===== src/rtl/bitserial_mac_array.sv =====
// Bit-serial multiply-accumulate engine.
// A job reduces LANES activation/weight pairs into a signed accumulator, one
// activation/weight bit-plane pair per cycle. A single-cycle XNOR-popcount
// mode serves binary layers. The result is held until the consumer takes it.
module bitserial_mac_array #(
    parameter int LANES    = 16,
    parameter int MAX_BITS = 8,
    parameter int ACC_W    = 32
) (
    input  logic                            clk,
    input  logic                            rst,
    input  logic                            in_valid,
    output logic                            in_ready,
    input  logic [LANES*MAX_BITS-1:0]       in_act,
    input  logic [LANES*MAX_BITS-1:0]       in_wgt,
    input  logic [$clog2(MAX_BITS):0]       prec_i,
    input  logic [$clog2(MAX_BITS):0]       prec_w,
    input  logic                            SignI,
    input  logic                            SignW,
    input  logic                            bin,
    input  logic                            acc_clr,
    output logic                            out_valid,
    input  logic                            out_ready,
    output logic [ACC_W-1:0]                out_acc
);

    localparam int PREC_W = $clog2(MAX_BITS) + 1;
    localparam int POP_W  = $clog2(LANES + 1);
    localparam int OPS_W  = LANES * MAX_BITS;

    typedef enum logic [1:0] {
        ST_IDLE = 2'd0,
        ST_RUN  = 2'd1,
        ST_DONE = 2'd2
    } state_t;

    // A precision of 0 means 1 bit; anything above MAX_BITS saturates.
    function automatic logic [PREC_W-1:0] clamp_prec(input logic [PREC_W-1:0] p);
        logic [PREC_W-1:0] r;
        if (p == {PREC_W{1'b0}}) begin
            r = PREC_W'(1);
        end else if (p > PREC_W'(MAX_BITS)) begin
            r = PREC_W'(MAX_BITS);
        end else begin
            r = p;
        end
        return r;
    endfunction

    state_t              state_q, state_d;
    logic [OPS_W-1:0]    act_q, act_d;
    logic [OPS_W-1:0]    wgt_q, wgt_d;
    logic [PREC_W-1:0]   pi_q, pi_d;
    logic [PREC_W-1:0]   pw_q, pw_d;
    logic                si_q, si_d;
    logic                sw_q, sw_d;
    logic                bin_q, bin_d;
    logic [PREC_W-1:0]   bi_q, bi_d;
    logic [PREC_W-1:0]   bw_q, bw_d;
    logic [ACC_W-1:0]    sum_q, sum_d;
    logic [ACC_W-1:0]    out_acc_q, out_acc_d;
    logic                in_ready_q, in_ready_d;
    logic                out_valid_q, out_valid_d;

    logic [POP_W-1:0]    pop_s;
    logic [POP_W-1:0]    popx_s;
    logic [ACC_W-1:0]    mag_s;
    logic [ACC_W-1:0]    term_s;
    logic                bi_last_s;
    logic                bw_last_s;
    logic                neg_s;

    // Current bit-plane term: AND-popcount shifted by plane weight, or XNOR score.
    always_comb begin
        pop_s  = {POP_W{1'b0}};
        popx_s = {POP_W{1'b0}};
        for (int k = 0; k < LANES; k++) begin
            pop_s  = pop_s + POP_W'(act_q[k*MAX_BITS + int'(bi_q)] & wgt_q[k*MAX_BITS + int'(bw_q)]);
            popx_s = popx_s + POP_W'(~(act_q[k*MAX_BITS] ^ wgt_q[k*MAX_BITS]));
        end
        bi_last_s = (bi_q == (pi_q - PREC_W'(1)));
        bw_last_s = (bw_q == (pw_q - PREC_W'(1)));
        // Sign bits carry negative weight; two negative weights cancel.
        neg_s     = (si_q & bi_last_s) ^ (sw_q & bw_last_s);
        mag_s     = ACC_W'(pop_s) << (bi_q + bw_q);
        if (bin_q) begin
            term_s = (ACC_W'(popx_s) << 1) - ACC_W'(LANES);
        end else if (neg_s) begin
            term_s = {ACC_W{1'b0}} - mag_s;
        end else begin
            term_s = mag_s;
        end
    end

    // Job sequencing: accept, walk bit-plane pairs (bw inner), present result.
    always_comb begin
        state_d   = state_q;
        act_d     = act_q;
        wgt_d     = wgt_q;
        pi_d      = pi_q;
        pw_d      = pw_q;
        si_d      = si_q;
        sw_d      = sw_q;
        bin_d     = bin_q;
        bi_d      = bi_q;
        bw_d      = bw_q;
        sum_d     = sum_q;
        out_acc_d = out_acc_q;
        case (state_q)
            ST_IDLE: begin
                if (in_valid) begin
                    act_d   = in_act;
                    wgt_d   = in_wgt;
                    pi_d    = clamp_prec(prec_i);
                    pw_d    = clamp_prec(prec_w);
                    si_d    = SignI;
                    sw_d    = SignW;
                    bin_d   = bin;
                    sum_d   = acc_clr ? {ACC_W{1'b0}} : sum_q;
                    bi_d    = {PREC_W{1'b0}};
                    bw_d    = {PREC_W{1'b0}};
                    state_d = ST_RUN;
                end else begin
                    state_d = ST_IDLE;
                end
            end
            ST_RUN: begin
                sum_d = sum_q + term_s;
                if (bin_q || (bi_last_s && bw_last_s)) begin
                    out_acc_d = sum_q + term_s;
                    state_d   = ST_DONE;
                end else if (bw_last_s) begin
                    bw_d = {PREC_W{1'b0}};
                    bi_d = bi_q + PREC_W'(1);
                end else begin
                    bw_d = bw_q + PREC_W'(1);
                end
            end
            ST_DONE: begin
                if (out_ready) begin
                    state_d = ST_IDLE;
                end else begin
                    state_d = ST_DONE;
                end
            end
            default: begin
                state_d = ST_IDLE;
            end
        endcase
        in_ready_d  = (state_d == ST_IDLE);
        out_valid_d = (state_d == ST_DONE);
    end

    // State and datapath registers with synchronous reset.
    always_ff @(posedge clk) begin
        if (rst) begin
            state_q     <= ST_IDLE;
            act_q       <= {OPS_W{1'b0}};
            wgt_q       <= {OPS_W{1'b0}};
            pi_q        <= PREC_W'(1);
            pw_q        <= PREC_W'(1);
            si_q        <= 1'b0;
            sw_q        <= 1'b0;
            bin_q       <= 1'b0;
            bi_q        <= {PREC_W{1'b0}};
            bw_q        <= {PREC_W{1'b0}};
            sum_q       <= {ACC_W{1'b0}};
            out_acc_q   <= {ACC_W{1'b0}};
            in_ready_q  <= 1'b1;
            out_valid_q <= 1'b0;
        end else begin
            state_q     <= state_d;
            act_q       <= act_d;
            wgt_q       <= wgt_d;
            pi_q        <= pi_d;
            pw_q        <= pw_d;
            si_q        <= si_d;
            sw_q        <= sw_d;
            bin_q       <= bin_d;
            bi_q        <= bi_d;
            bw_q        <= bw_d;
            sum_q       <= sum_d;
            out_acc_q   <= out_acc_d;
            in_ready_q  <= in_ready_d;
            out_valid_q <= out_valid_d;
        end
    end

    assign in_ready  = in_ready_q;
    assign out_valid = out_valid_q;
    assign out_acc   = out_acc_q;

endmodule


===== config.mk =====
export PLATFORM = sky130hd
export DESIGN_NAME = bitserial_mac_array
export DESIGN_NICKNAME = d
export VERILOG_FILES = /design/src/rtl/bitserial_mac_array.sv
export SDC_FILE = /design/constraint.sdc
export NUM_CORES = 1
export LEC_CHECK = 0
export ABC_AREA = 0
export BUFFER_PORTS_ARGS = -buffer_cell sky130_fd_sc_hd__buf_2
export CAP_MARGIN = 5
export CORE_ASPECT_RATIO = 1.25
export CORE_MARGIN = 10
export CORE_UTILIZATION = 61
export CTS_CLUSTER_SIZE = 20
export DETAILED_ROUTE_END_ITERATION = 8
export PLACE_DENSITY = 0.84
export SYNTH_ARGS = -nofsm -noshare
export SYNTH_HDL_FRONTEND = slang
export SYNTH_SLANG_ARGS = --single-unit

===== constraint.sdc =====
create_clock -name clk -period 17.35 [get_ports clk]
set_input_delay 2.6025 -clock clk [delete_from_list [all_inputs] [get_ports clk]]
set_output_delay 2.6025 -clock clk [all_outputs]
set_load 0.005 [all_outputs]

* After elaboration in Yosys (flattened, before gate mapping)
Cells that the tools add are included.
** Operators by class
- Reductions and logical operators :: 12
- Multipliers :: 0
- Equal/unequal tests :: 9
- $lt $le $gt $ge :: 34
- Mux-type cells :: 114
- Add/sub/neg operators :: 68
- Shift-type cells :: 1
- Bitwise logic cells :: 51
- Divide/modulo/power cells :: 0
** Operator list (number)
- binary-select mux 1 bit (select 7 bit) :: 30
- adder 7 x 4 -> 8 bit, first input constant :: 16
- < comparator 8 bit, second input constant :: 16
- two-way mux 32 bit :: 4
- NOT 1 -> 5 bit :: 16
- adder 5 bit :: 15
- < comparator 7 x 8 -> 1 bit, second input constant :: 8
- one-hot mux 32 bit (2 select lines) :: 1
- two-way mux 1 bit :: 63
- adder 6 x 4 -> 7 bit, first input constant :: 8
- adder 5 x 1 -> 5 bit :: 11
- two-way mux 4 bit :: 9
- adder 32 bit :: 1
- < comparator 6 x 8 -> 1 bit, second input constant :: 4
- << shifter 5 x 4 -> 32 bit :: 1
- subtractor 1 x 32 -> 32 bit, first input constant :: 1
- adder 5 x 4 -> 6 bit, first input constant :: 4
- AND 1 bit :: 18
- XOR 1 bit :: 17
- < comparator 4 x 8 -> 1 bit, second input constant :: 2
- < comparator 5 x 8 -> 1 bit, second input constant :: 2
- one-hot mux 4 bit (2 select lines) :: 2
- adder 4 x 4 -> 5 bit, first input constant :: 2
- adder 4 x 1 -> 4 bit, second input constant :: 2
- other kinds (23) :: 36
** Word-level totals
- Bits in latches :: 0
- RAM bits :: 0
- Output and inout bits :: 34
- Bits of input ports :: 272
- Memories :: 0
- Memory bits (read-only) :: 0
- Logic and storage cells :: 303
- Flip-flop bits (word level) :: 343

* Logic depth before layout (Yosys ltp)
- Depth in word-level cells :: 26
- Depth in mapped cells :: 37
- Mapped depth without buffers :: 34

* Least setup slack after synthesis
OpenSTA, ideal clock, no wires.
- Path type :: register to register
- Start :: register bw_q[0]
- End :: register sum_q[28]
- Stages on the path, launching flop included :: 35
- Setup time :: 117 ps
- Path slack :: 8230 ps
- Data arrival time :: 9003 ps
- Required time :: 17233 ps
- Period minus slack after synthesis :: 9120 ps
- Path buffers :: 3
- Path through :: dfxtp_1 buf_2 buf_1 buf_2 mux4_2 mux2i_1 mux2i_1 o211ai_1 fa_1 fa_1 fa_1 fa_1 inv_1 ha_1 fa_1 xnor2_2 a211oi_2 or2_1 a22oi_1 a41oi_4 nor3_4 o21ai_2 mux2i_1 o21ai_0 o311ai_0 ha_1 a21oi_1 nand2b_1 nand3_1 o21ai_0 a211oi_1 o21ai_1 a31oi_1 or3_1 a32o_1
** Between the ends
- Longest elaborated chain between the ends :: 26
- Elaborated cells on any way between the ends :: 103
- Those cells by class :: 33 x add/sub; 1 x eq/ne; 1 x shift; 50 x mux; 18 x bitwise
** RTL lines
- start: declaration :: line 59 : logic [PREC_W-1:0] bw_q, bw_d;
- start signal: assignment :: line 166 : bw_q <= {PREC_W{1'b0}};
- start signal: assignment :: line 181 : bw_q <= bw_d;
- adder 4 x 4 -> 5 bit :: line 78 : pop_s = pop_s + POP_W'(act_q[k*MAX_BITS + int'(bi_q)] & wgt_q[k*MAX_BITS + int'(bw_q)]);
- binary-select mux 1 bit (select 7 bit) :: line 78
- two-way mux 1 bit (implied by the code) (2 in a row) :: line 78
- AND 1 bit :: line 78
- adder 1 x 1 -> 2 bit :: line 78
- adder 2 x 1 -> 3 bit :: line 78
- adder 3 x 1 -> 4 bit :: line 78
- adder 4 x 1 -> 5 bit :: line 78
- adder 5 x 1 -> 5 bit (11 in a row) :: line 78
- << shifter 5 x 4 -> 32 bit :: line 85 : mag_s = ACC_W'(pop_s) << (bi_q + bw_q);
- subtractor 1 x 32 -> 32 bit :: line 89 : term_s = {ACC_W{1'b0}} - mag_s;
- two-way mux 32 bit (*) :: line 88 : end else if (neg_s) begin
- two-way mux 32 bit (*) :: line 86 : if (bin_q) begin
- adder 32 bit (*) :: line 128 : sum_d = sum_q + term_s;
- one-hot mux 32 bit (2 select lines) (*) :: line 109 : case (state_q)
- end signal: assignment :: line 167 : sum_q <= {ACC_W{1'b0}};
- end signal: assignment :: line 182 : sum_q <= sum_d;
- end: declaration :: line 60 : logic [ACC_W-1:0] sum_q, sum_d;
Mark *: on every way between the ends. The rest lies on a longest branch, timed or not. The select of a mux whose other input is x is not followed.
A chain may end at the register's enable or synchronous reset.

* Worst setup path in the final report
- Start :: register bi_q[0]
- End :: register sum_q[28]
** Between the ends
- Longest elaborated chain between the ends :: 26
- Elaborated cells on any way between the ends :: 103
- Those cells by class :: 33 x add/sub; 1 x eq/ne; 1 x shift; 50 x mux; 18 x bitwise
** RTL lines
- start: declaration :: line 58 : logic [PREC_W-1:0] bi_q, bi_d;
- start signal: assignment :: line 165 : bi_q <= {PREC_W{1'b0}};
- start signal: assignment :: line 180 : bi_q <= bi_d;
- adder 4 x 4 -> 5 bit :: line 78
- binary-select mux 1 bit (select 7 bit) :: line 78
- two-way mux 1 bit (implied by the code) (2 in a row) :: line 78
- AND 1 bit :: line 78
- adder 1 x 1 -> 2 bit :: line 78
- adder 2 x 1 -> 3 bit :: line 78
- adder 3 x 1 -> 4 bit :: line 78
- adder 4 x 1 -> 5 bit :: line 78
- adder 5 x 1 -> 5 bit (11 in a row) :: line 78
- << shifter 5 x 4 -> 32 bit :: line 85
- subtractor 1 x 32 -> 32 bit :: line 89
- two-way mux 32 bit (*) :: line 88
- two-way mux 32 bit (*) :: line 86
- adder 32 bit (*) :: line 128
- one-hot mux 32 bit (2 select lines) (*) :: line 109
Marked as above.

==> qor.yml <==
job:
  maxCapViolCount: 0
routing:
  dr_wl_met2_um: 26400
  drcViolationCount: 0
  ant_nets: 0
  top_layer: "met4"
  wl_met1_um: 19700
  wl_per_cell_um: 18.5
  vias: 16410
  drt-initial-drc-count: 1365
  wl_met3_um: 3330
  firstDrtPassIters: 7
  drt-total-wl_um: 52300
  vias_per_cell: 5.82
floorplan:
  dieHeight_um: 212
  dieArea_mm2: 0.0368
  core_mm2: 0.0292
  rows: 70
  io_pins: 306
  die_x_um: 174
  initial_core_util: 0.617
timing:
  setup_viol: 0
  setup_tns_ns: 0
  max_freq_ghz: 0.101
  tightest_slew_ns: 1.19
  final_max_slew_viol_count: 0
  finalCritPeriodShare: 0.569
  rsz0062_at_grt: "no"
  setup_ws_ns: 7.49
  clock-skew-final_ns: 0.0180
  max_slew_margin: 0.209
  hold_viol_final: 0
  fin_crit_ns: 9.86
clock_network:
  cts_setup_buffers: 0
  clkTransAtPathRegs_ns: 0.07
  cts-root-buf: "clkbuf_16"
  cts_tree: "done"
  cts_resized: 0
  cts_hold_buf: 0
  clk-insertion-delay-late_ns: 0.52
  cts.sinks: 343
  clockBufferDepth: 3
  cts_inserted_buffers: 34
  cts-htree-levels: 2
power_and_ir_drop:
  power.density_mw_per_mm2: 113
  report.power.total_mw: 2.34
  p_seq_frac: 0.378
  switching_share: 0.325
  power_leakage_nw: 8.59
  power_frac_comb: 0.293
  p_switching_mw: 0.762
  ir_worst_vdd_mv: 0.0953
  power.share.clock: 0.328
  p_int_mw: 1.58
yosys:
  synth.distinct_cells: 79
  syn_area_mm2: 0.0180
  ys_warn_count: 0
  syn_inst: 2198
  syn_area_per_cell_um2: 8.19
  ys_seq_area_frac: 0.382
  synth-edff-count: 0
  mappedNetlistNets: 2542
  ys_ff_latch: 343
  async_reset_ff_frac: 0
  yosys_most_used_dff: "dfxtp_1"
worst_setup_path:
  max_stage_delay_ns: 0.58
  arrival_ns: 10.28
  crit_top_cell: "fa_1"
  path_class: "flop to flop"
  endpoint_kind: "flop"
  worstSetupStartpointType: "flop"
  cp.required_ns: 17.76
  reg2regPathDepth: 34
  critical-path-slowest-cell: "mux4_2"
  path_max_fanout: 28
final_layout:
  diodes: 0
  area_delta_synth_final_pct: 15.4
  final_area_mm2: 0.0208
  num-nets-final: 2747
  drive_gt1_frac: 0.200
global_routing:
  grt_overflow: 0
  antenna_found_initial: 0
  grt_pass1_vias: 16711
  grt_pass1_wl_um: 82900
  grt_start_max_net_pins: 123
  grt_util_all_layers: 0.272
place:
  pre_cts_ws_ns: 7.54
  dp_hpwl_um: 38700
  placed_area_mm2: 0.0196
  gp_congestion: 0.902
  port_buffers: 305
outcome:
  status: "finished, final reports clean"
hold_path:
  holdCritPathClass: "flop to flop"
  hold_depth: 2
## cells by family (layout without fill, tap and decap cells)
| family | Yosys count | in the layout | share of synthesized area |
|---|---|---|---|
| muxes | 102 | 102 | 0.102 |
| buffers and inverters | 194 | 422 | 0.0417 |
| AOI/OAI and AO/OA | 553 | 553 | 0.182 |
| xor gates and xnor gates | 82 | 82 | 0.0415 |
| DFF | 343 | 343 | 0.382 |
| and+or+nand+nor | 852 | 852 | 0.192 |
| adders and majority gates | 72 | 72 | 0.0593 |
## synthesized netlist by cell type, drive strengths merged, types with 8 or more instances
cell type,count,area share
a21oi,361,0.10
nand3,21,0.0058
a21o,15,0.0063
o211ai,12,0.0050
nor2,76,0.016
nand2b,8,0.0028
clkbuf,127,0.026
mux4,64,0.080
a22o,21,0.010
nand2,676,0.14
buf,27,0.0068
fa,22,0.024
o21ai,55,0.016
xnor2,58,0.029
o22ai,9,0.0031
mux2i,30,0.017
dfxtp,343,0.38
ha,50,0.035
a211oi,11,0.0051
xor2,23,0.011
mux2,8,0.0050
a31oi,14,0.0057
and3,8,0.0031
a22oi,12,0.0050
inv,37,0.0077
nor2b,8,0.0028
nor3,15,0.0048
## path summary, 6_finish.rpt
kind | startpoint | to | slack [ns]
max | bi_q[0] | sum_q[28] | 7.49
min | out_acc[12] | out_acc[12] | 0.45
max reg2reg | bi_q[0] | sum_q[28] | 7.49
min reg2reg | out_acc[12] | out_acc[12] | 0.45
## placed cells by master, fill, tap and decap left out, types with 5 or more instances in the layout
cell	netlist	routed
nor2_1	76	75
inv_1	36	36
nor3_1	14	14
mux2_2	8	8
clkbuf_16	0	35
or3_1	5	5
buf_4	2	18
o31ai_1	6	6
xor2_1	23	23
nand2_1	676	675
a31oi_1	13	13
nand2b_1	8	8
fa_1	22	22
mux4_2	64	64
a21o_1	15	15
nand3b_1	6	6
a22o_1	21	21
a22oi_1	12	12
and3_1	7	7
ha_1	50	50
clkbuf_1	127	6
o211ai_1	12	12
mux2i_1	30	30
nor2b_1	8	7
a211oi_1	9	9
dfxtp_1	343	339
buf_2	11	304
o22ai_1	9	9
xnor2_1	56	56
nand4_1	7	7
clkbuf_8	0	10
nand3_1	21	21
o21ai_0	49	49
a21oi_1	359	359
## worst max-delay path, delay by kind of cell (launching register included)
kind | cells | cell delay (ns)
adders and majority gates | 7 | 3.31
muxes | 3 | 0.91
buffers and inverters | 3 | 0.63
AOI/OAI and AO/OA | 14 | 2.58
DFF | 1 | 0.55
and+or+nand+nor | 7 | 1.76
## power by group through the flow
stage / clock [mW] / combinational [mW] / sequential (mW)
after floorplan: 0 / 0.499 / 0.886
after global placement: 0 / 0.667 / 0.899
after detailed placement: 0 / 0.684 / 0.902
after CTS: 0.774 / 0.688 / 0.886
after global routing: 0.805 / 0.764 / 0.892
final: 0.770 / 0.688 / 0.887
## state kept, by name (all words and copies together), names as in the netlist
register	count
act_q	128
bw_q	4
bin_q	1
wgt_q	128
pi_q	4
si_q	1
in_ready	1
pw_q	4
sw_q	1
out_acc	32
out_valid	1
state_q	2
bi_q	4
sum_q	32
## cell type report
cell class                      count  area [um2]
Sequential cell                   343        6870
Tap cell                          396         495
Multi-Input combinational cell   1661       10400
Clock inverter                      8         141
Clock buffer                       51        1040
Fill cell                        2296        8410
Inverter                           40         150
Timing Repair Buffer              323        1670
## routing by layer
metal / GRT usage / vias up
met5: 0 / -
met4: 0.149 / 0
met3: 0.0470 / 165
met2: 0.486 / 645
met1: 0.305 / 7647
li1: - / 7953
## through the flow
step / hold WS (ns) / util / cells
after floorplan: 0.433 / - / 2198
after global placement: 0.438 / 0.671 / 2763
after detailed placement: 0.443 / 0.671 / 2763
after CTS: 0.451 / 0.712 / 2822
after global routing: 0.469 / 0.712 / 2822
final: 0.450 / 0.712 / 2822
(Power assumes the default switching activity.)
